===== config.mk =====
export PLATFORM = sky130hd
export DESIGN_NAME = brick_sort_seq
export DESIGN_NICKNAME = d
export VERILOG_FILES = /design/src/rtl/brick_sort_seq.sv
export SDC_FILE = /design/constraint.sdc
export NUM_CORES = 2
export LEC_CHECK = 0
export ABC_AREA = 1
export BUFFER_PORTS_ARGS = -buffer_cell sky130_fd_sc_hd__buf_2
export CAP_MARGIN = 20
export CORE_MARGIN = 1.5
export CORE_UTILIZATION = 23
export DETAILED_ROUTE_END_ITERATION = 8
export GPL_TIMING_DRIVEN = 1
export PLACE_DENSITY_LB_ADDON = 0.15
export SETUP_SLACK_MARGIN = 0.05
export SYNTH_ARGS = -nofsm -noshare
export SYNTH_HDL_FRONTEND = slang
export SYNTH_SLANG_ARGS = --single-unit

===== constraint.sdc =====
create_clock -name clk -period 2.15 [get_ports clk]
set_input_delay 0 -clock clk [delete_from_list [all_inputs] [get_ports clk]]
set_output_delay 0 -clock clk [all_outputs]
set_load 0.1 [all_outputs]

===== src/rtl/brick_sort_seq.sv =====
// Iterative odd-even transposition sorter over one vector of 2**LOG_INPUT_NUM words, one comparator phase per clock.
// Latency: load edge plus N phase edges before out_valid (BRICK_SORT_EARLY_EXIT_EN: can finish after 2 phases).
// Backpressure: out_valid holds q frozen until out_ready; in_ready also rises in DONE when out_ready is high.
module brick_sort_seq #(
  parameter int LOG_INPUT_NUM = 4,
  parameter int DATA_WIDTH    = 32,
  parameter int SIGNED        = 0,
  parameter int ASCENDING     = 1
) (
  input  logic                                       clk,
  input  logic                                       rst_n,
  input  logic                                       in_valid,
  output logic                                       in_ready,
  input  logic [DATA_WIDTH*(2**LOG_INPUT_NUM)-1:0]   in_data,
  output logic                                       out_valid,
  input  logic                                       out_ready,
  output logic [DATA_WIDTH*(2**LOG_INPUT_NUM)-1:0]   out_data,
  output logic                                       busy
);

  localparam int N = 2**LOG_INPUT_NUM;

  typedef enum logic [1:0] {IDLE, SORT, DONE} state_t;

  state_t                   state, state_nxt;
  logic [DATA_WIDTH-1:0]    q   [N];
  logic [DATA_WIDTH-1:0]    nxt [N];
  logic [LOG_INPUT_NUM-1:0] phase_cnt;
  logic                     load, step, last;

  // True when a is strictly greater than b under the configured number format.
  function automatic logic gt(input logic [DATA_WIDTH-1:0] a, input logic [DATA_WIDTH-1:0] b);
    if (SIGNED != 0) return $signed(a) > $signed(b);
    else             return a > b;
  endfunction

`ifdef BRICK_SORT_EARLY_EXIT_EN
  logic swapped, prev_swapped;

  // One comparator phase applied to q; also flags whether any pair exchanged.
  always_comb begin
    swapped = 1'b0;
    for (int i = 0; i < N; i++) nxt[i] = q[i];
    for (int p = 0; p < N - 1; p++) begin
      if (p[0] == phase_cnt[0]) begin
        if ((ASCENDING != 0) ? gt(q[p], q[p+1]) : gt(q[p+1], q[p])) begin
          nxt[p]   = q[p+1];
          nxt[p+1] = q[p];
          swapped  = 1'b1;
        end
      end
    end
  end

  // Two back-to-back swap-free phases (one even, one odd) mean the vector is already ordered.
  assign last = (phase_cnt == '1) || (!swapped && !prev_swapped && (phase_cnt != '0));

  // Swap history of the previous phase; seeded to 1 so a single quiet phase never ends the sort.
  always_ff @(posedge clk or negedge rst_n) begin
    if (!rst_n)    prev_swapped <= 1'b1;
    else if (load) prev_swapped <= 1'b1;
    else if (step) prev_swapped <= swapped;
  end
`else
  // One comparator phase applied to q: even phase pairs (0,1),(2,3)...; odd phase pairs (1,2),(3,4)...
  always_comb begin
    for (int i = 0; i < N; i++) nxt[i] = q[i];
    for (int p = 0; p < N - 1; p++) begin
      if (p[0] == phase_cnt[0]) begin
        if ((ASCENDING != 0) ? gt(q[p], q[p+1]) : gt(q[p+1], q[p])) begin
          nxt[p]   = q[p+1];
          nxt[p+1] = q[p];
        end
      end
    end
  end

  assign last = (phase_cnt == '1);
`endif

  // State register.
  always_ff @(posedge clk or negedge rst_n) begin
    if (!rst_n) state <= IDLE;
    else        state <= state_nxt;
  end

  // Next-state and handshake decode; a DONE handshake can chain straight into a new load.
  always_comb begin
    state_nxt = state;
    in_ready  = 1'b0;
    load      = 1'b0;
    step      = 1'b0;
    unique case (state)
      IDLE: begin
        in_ready = 1'b1;
        if (in_valid) begin
          load      = 1'b1;
          state_nxt = SORT;
        end
      end
      SORT: begin
        step = 1'b1;
        if (last) state_nxt = DONE;
      end
      DONE: begin
        if (out_ready) begin
          in_ready = 1'b1;
          if (in_valid) begin
            load      = 1'b1;
            state_nxt = SORT;
          end else begin
            state_nxt = IDLE;
          end
        end
      end
      default: state_nxt = IDLE;
    endcase
  end

  // Vector and phase counter; counter saturates at the final phase instead of wrapping.
  always_ff @(posedge clk or negedge rst_n) begin
    if (!rst_n) begin
      for (int i = 0; i < N; i++) q[i] <= '0;
      phase_cnt <= '0;
    end else if (load) begin
      for (int i = 0; i < N; i++) q[i] <= in_data[i*DATA_WIDTH +: DATA_WIDTH];
      phase_cnt <= '0;
    end else if (step) begin
      for (int i = 0; i < N; i++) q[i] <= nxt[i];
      if (!last) phase_cnt <= phase_cnt + 1'b1;
    end
  end

  // Flatten q onto the output bus, word 0 in the low bits.
  always_comb begin
    for (int i = 0; i < N; i++) out_data[i*DATA_WIDTH +: DATA_WIDTH] = q[i];
  end

  assign out_valid = (state == DONE);
  assign busy      = (state == SORT);

endmodule

==> impl_metrics.json <==
{
  "status": "complete, but fails checks",
  "violations": "setup timing",
  "clock_path_buffers": 3,
  "cts-buffers-inserted": 81,
  "cp-end-kind": "register",
  "hpwl_mm": 250,
  "root_buffer": "clkbuf_16",
  "overflow": 0,
  "final_area_um2": 89100,
  "vias": 68000,
  "worstMarginPinSlew_ns": 0.720,
  "antenna_found_initial": 35,
  "top_level_ports": 1031,
  "drtIter0Drc": 5346,
  "die_h_um": 473,
  "synth_nets": 9414,
  "synthToLayoutAreaGrowth_pct": 75.6,
  "grt_first_pass_wirelength_mm": 457,
  "fin_util": 0.406,
  "r2r_slack_ns": -0.43,
  "grt_use_total": 0.278,
  "reg2regPathDepth": 16,
  "start_kind": "register",
  "post-route-period-util": 1.20,
  "finalWorstSetupSlack_ns": -0.434,
  "yosysUniqueCellTypes": 34,
  "path_class": "register to register",
  "reg2reg_to": "out_data[84]$_DFFE_PN0P_",
  "syn_inst": 8417,
  "rr_startpoint": "out_data[57]$_DFFE_PN0P_",
  "finalClockSkew_ns": 0.0406,
  "cts_tree": "done",
  "synth-seq-cells": 518,
  "postPlaceCellArea_um2": 71400,
  "die_area_um2": 223000,
  "holdPathEnd": "out_data[194]$_DFFE_PN0P_",
  "hold_viol_final": 0,
  "setup_violations": 512,
  "ys_seq_area_frac": 0.256,
  "drtAntennaViolNets": 0,
  "post_drt_wl_per_cell_um": 23.5,
  "vias_per_cell": 4.81,
  "cap_violations": 0,
  "cts.sinks": 518,
  "syn_area_per_cell_um2": 6.02,
  "layout_min_cycle_time_ns": 2.58,
  "worst_ep_arrival_time_ns": 3.23,
  "io_buffer_count": 1030,
  "fin_nets": 12200,
  "place.gp.congestion": 0.994,
  "wirelength_mm": 332,
  "slew_violations": 0,
  "drc": 0,
  "holdCritStartpoint": "in_data[194]",
  "die_x_um": 473,
  "clk_pin_slew_ns": 0.06,
  "hp-class": "input pin to register",
  "grt_max_degree": 97,
  "grt_pass1_vias": 65000,
  "placement_rows": 172,
  "slew_headroom": 0.523,
  "start_util": 0.231,
  "rsz0062_at_grt": "true",
  "critPathMaxFanout": 7,
  "htreeDepth": 3,
  "synth_area_um2": 50700,
  "required_ns": 2.80,
  "max_freq_ghz": 0.387,
  "core_um2": 220000,
  "clk_latency_ns": 0.75,
  "layout-drive-gt1-share": 0.387,
  "synth_warnings": 0,
  "dr.pass1.iters": 7,
  "hold_depth": 8
}
-- cell usage in the layout (no fill, tap or decap), types with 51 or more instances in the layout --
| master | Yosys | final |
|---|---|---|
| nand4_1 | 228 | 228 |
| nand3_2 | 3 | 270 |
| nand3_1 | 1216 | 915 |
| nand2_2 | 8 | 197 |
| clkbuf_16 | 0 | 133 |
| nand2_4 | 0 | 73 |
| buf_12 | 0 | 168 |
| buf_6 | 0 | 111 |
| dlygate4sd3_1 | 0 | 518 |
| buf_2 | 209 | 1029 |
| ha_1 | 481 | 359 |
| buf_4 | 23 | 1268 |
| inv_2 | 3 | 121 |
| inv_1 | 1410 | 1256 |
| nor2_1 | 128 | 83 |
| dfrtp_4 | 0 | 346 |
| ha_4 | 0 | 122 |
| nand2_1 | 2957 | 2681 |
| o21ai_1 | 17 | 51 |
| a21oi_1 | 231 | 197 |
| o21ai_0 | 611 | 534 |
| dfrtp_2 | 0 | 167 |
-- cell type report --
class | count | area (um2)
Inverter | 1413 | 5420
Clock buffer | 120 | 2360
Multi-Input combinational cell | 5987 | 35700
Clock inverter | 26 | 328
Timing Repair Buffer | 3204 | 27100
Antenna cell | 13 | 32.5
Sequential cell | 518 | 14500
Tap cell | 2871 | 3590
Fill cell | 23000 | 130000
-- kinds of logic (layout without fill, tap and decap cells) --
logic type                 Yosys count  after routing  share of synthesized area
and+or+nand+nor                   4587           4589                      0.384
other                                0             13                          0
adders and majority gates          481            481                      0.119
xor gates and xnor gates             1              1                   0.000173
AOI/OAI and AO/OA                  916            916                     0.0931
DFF                                518            518                      0.256
buffers and inverters             1914           4763                      0.149
-- how the worst max path moves through the flow --
| stage | startpoint | to | slack (ns) | depth (start not counted) |
|---|---|---|---|---|
| finish | out_data[57]$_DFFE_PN0P_ | out_data[84]$_DFFE_PN0P_ | -0.43 | 16 |
| global route | out_data[57]$_DFFE_PN0P_ | out_data[93]$_DFFE_PN0P_ | -0.54 | 16 |
| CTS | out_data[238]$_DFFE_PN0P_ | out_data[266]$_DFFE_PN0P_ | -0.36 | 18 |
| detailed placement | out_data[463]$_DFFE_PN0P_ | out_data[480]$_DFFE_PN0P_ | -0.66 | 12 |
| global placement | out_data[463]$_DFFE_PN0P_ | out_data[488]$_DFFE_PN0P_ | -0.67 | 14 |
| floorplan | out_data[221]$_DFFE_PN0P_ | out_data[208]$_DFFE_PN0P_ | -0.22 | 16 |
-- stage by stage --
step | cells | worst slack (ns) | TNS [ns] | hold WS [ns]
after floorplan | 8417 | -0.222 | -95.73 | -0.296
after global placement | 13200 | -0.666 | -218.17 | 0.0387
after detailed placement | 13200 | -0.659 | -221.27 | 0.0393
after CTS | 14000 | -0.361 | -155.00 | 0.0290
after global routing | 14200 | -0.539 | -221.83 | 0.0953
final | 14200 | -0.434 | -164.05 | 0.0820
-- routing by layer --
layer	global-route usage	routed length [um]	vias up
met2	0.422	144000	2654
li1	-	-	32500
met3	0.0300	18500	503
met1	0.390	151000	32400
met4	0.134	18400	16
met5	0	120	-
-- flip-flops by register name, indices dropped and copies added, names as in the netlist --
register,cells
out_data,512
phase_cnt,4
state,2
-- Yosys cell counts --
master	count	area share
xnor2_1	1	0.00017
o21ai_4	1	0.00032
a21o_1	5	0.00074
nor3b_1	3	0.00044
nor4_2	2	0.00049
clkbuf_1	212	0.016
o21ai_0	611	0.060
buf_1	57	0.0042
a211oi_1	1	0.00015
ha_1	481	0.12
o22ai_1	1	0.00012
nand2_2	8	0.00099
buf_4	23	0.0034
nand3_2	3	0.00059
nor4_1	5	0.00062
a21oi_1	231	0.023
nor2_1	128	0.0095
inv_1	1410	0.10
a31oi_1	10	0.0012
and3_1	3	0.00037
o21ai_1	17	0.0017
nand3b_1	5	0.00074
o21a_1	23	0.0034
nand3_1	1216	0.12
nand2_1	2957	0.22
inv_2	3	0.00022
nand4_1	228	0.028
nor3_2	2	0.00039
nor3_1	26	0.0026
buf_2	209	0.021
nor2_4	1	0.00022
dfrtp_1	518	0.26
o211ai_1	7	0.0010
o21bai_1	9	0.0013
-- critical path, stage by stage, from the launching register on --
cell and delay, ns:
dfrtp_4 0.48, buf_6 0.14, ha_4 0.27, nand2_4 0.05, nor2_2 0.10, nand4_1 0.16, nor3_4 0.27, buf_6 0.14
a31oi_4 0.11, nand2_4 0.12, buf_6 0.12, buf_6 0.12, buf_12 0.13, nand2_1 0.05, nand3_1 0.07, nand3_1 0.06
nand2_1 0.08
-- repair_timing --
| item | in CTS | in global routing |
|---|---|---|
| gates resized for setup | 530 | 865 |
| setup buffers | 113 | 59 |
| cloned | 50 | 59 |
| hold buffers | 519 | 0 |
| hold endpoints to repair | 1030 | 0 |
| pin swaps | 129 | 386 |
| endpoints found under the setup margin | 513 | 513 |
Power is left out: the tool's default activity adds up to more than one toggle a clock period on the data nets, which glitch-free logic cannot reach.
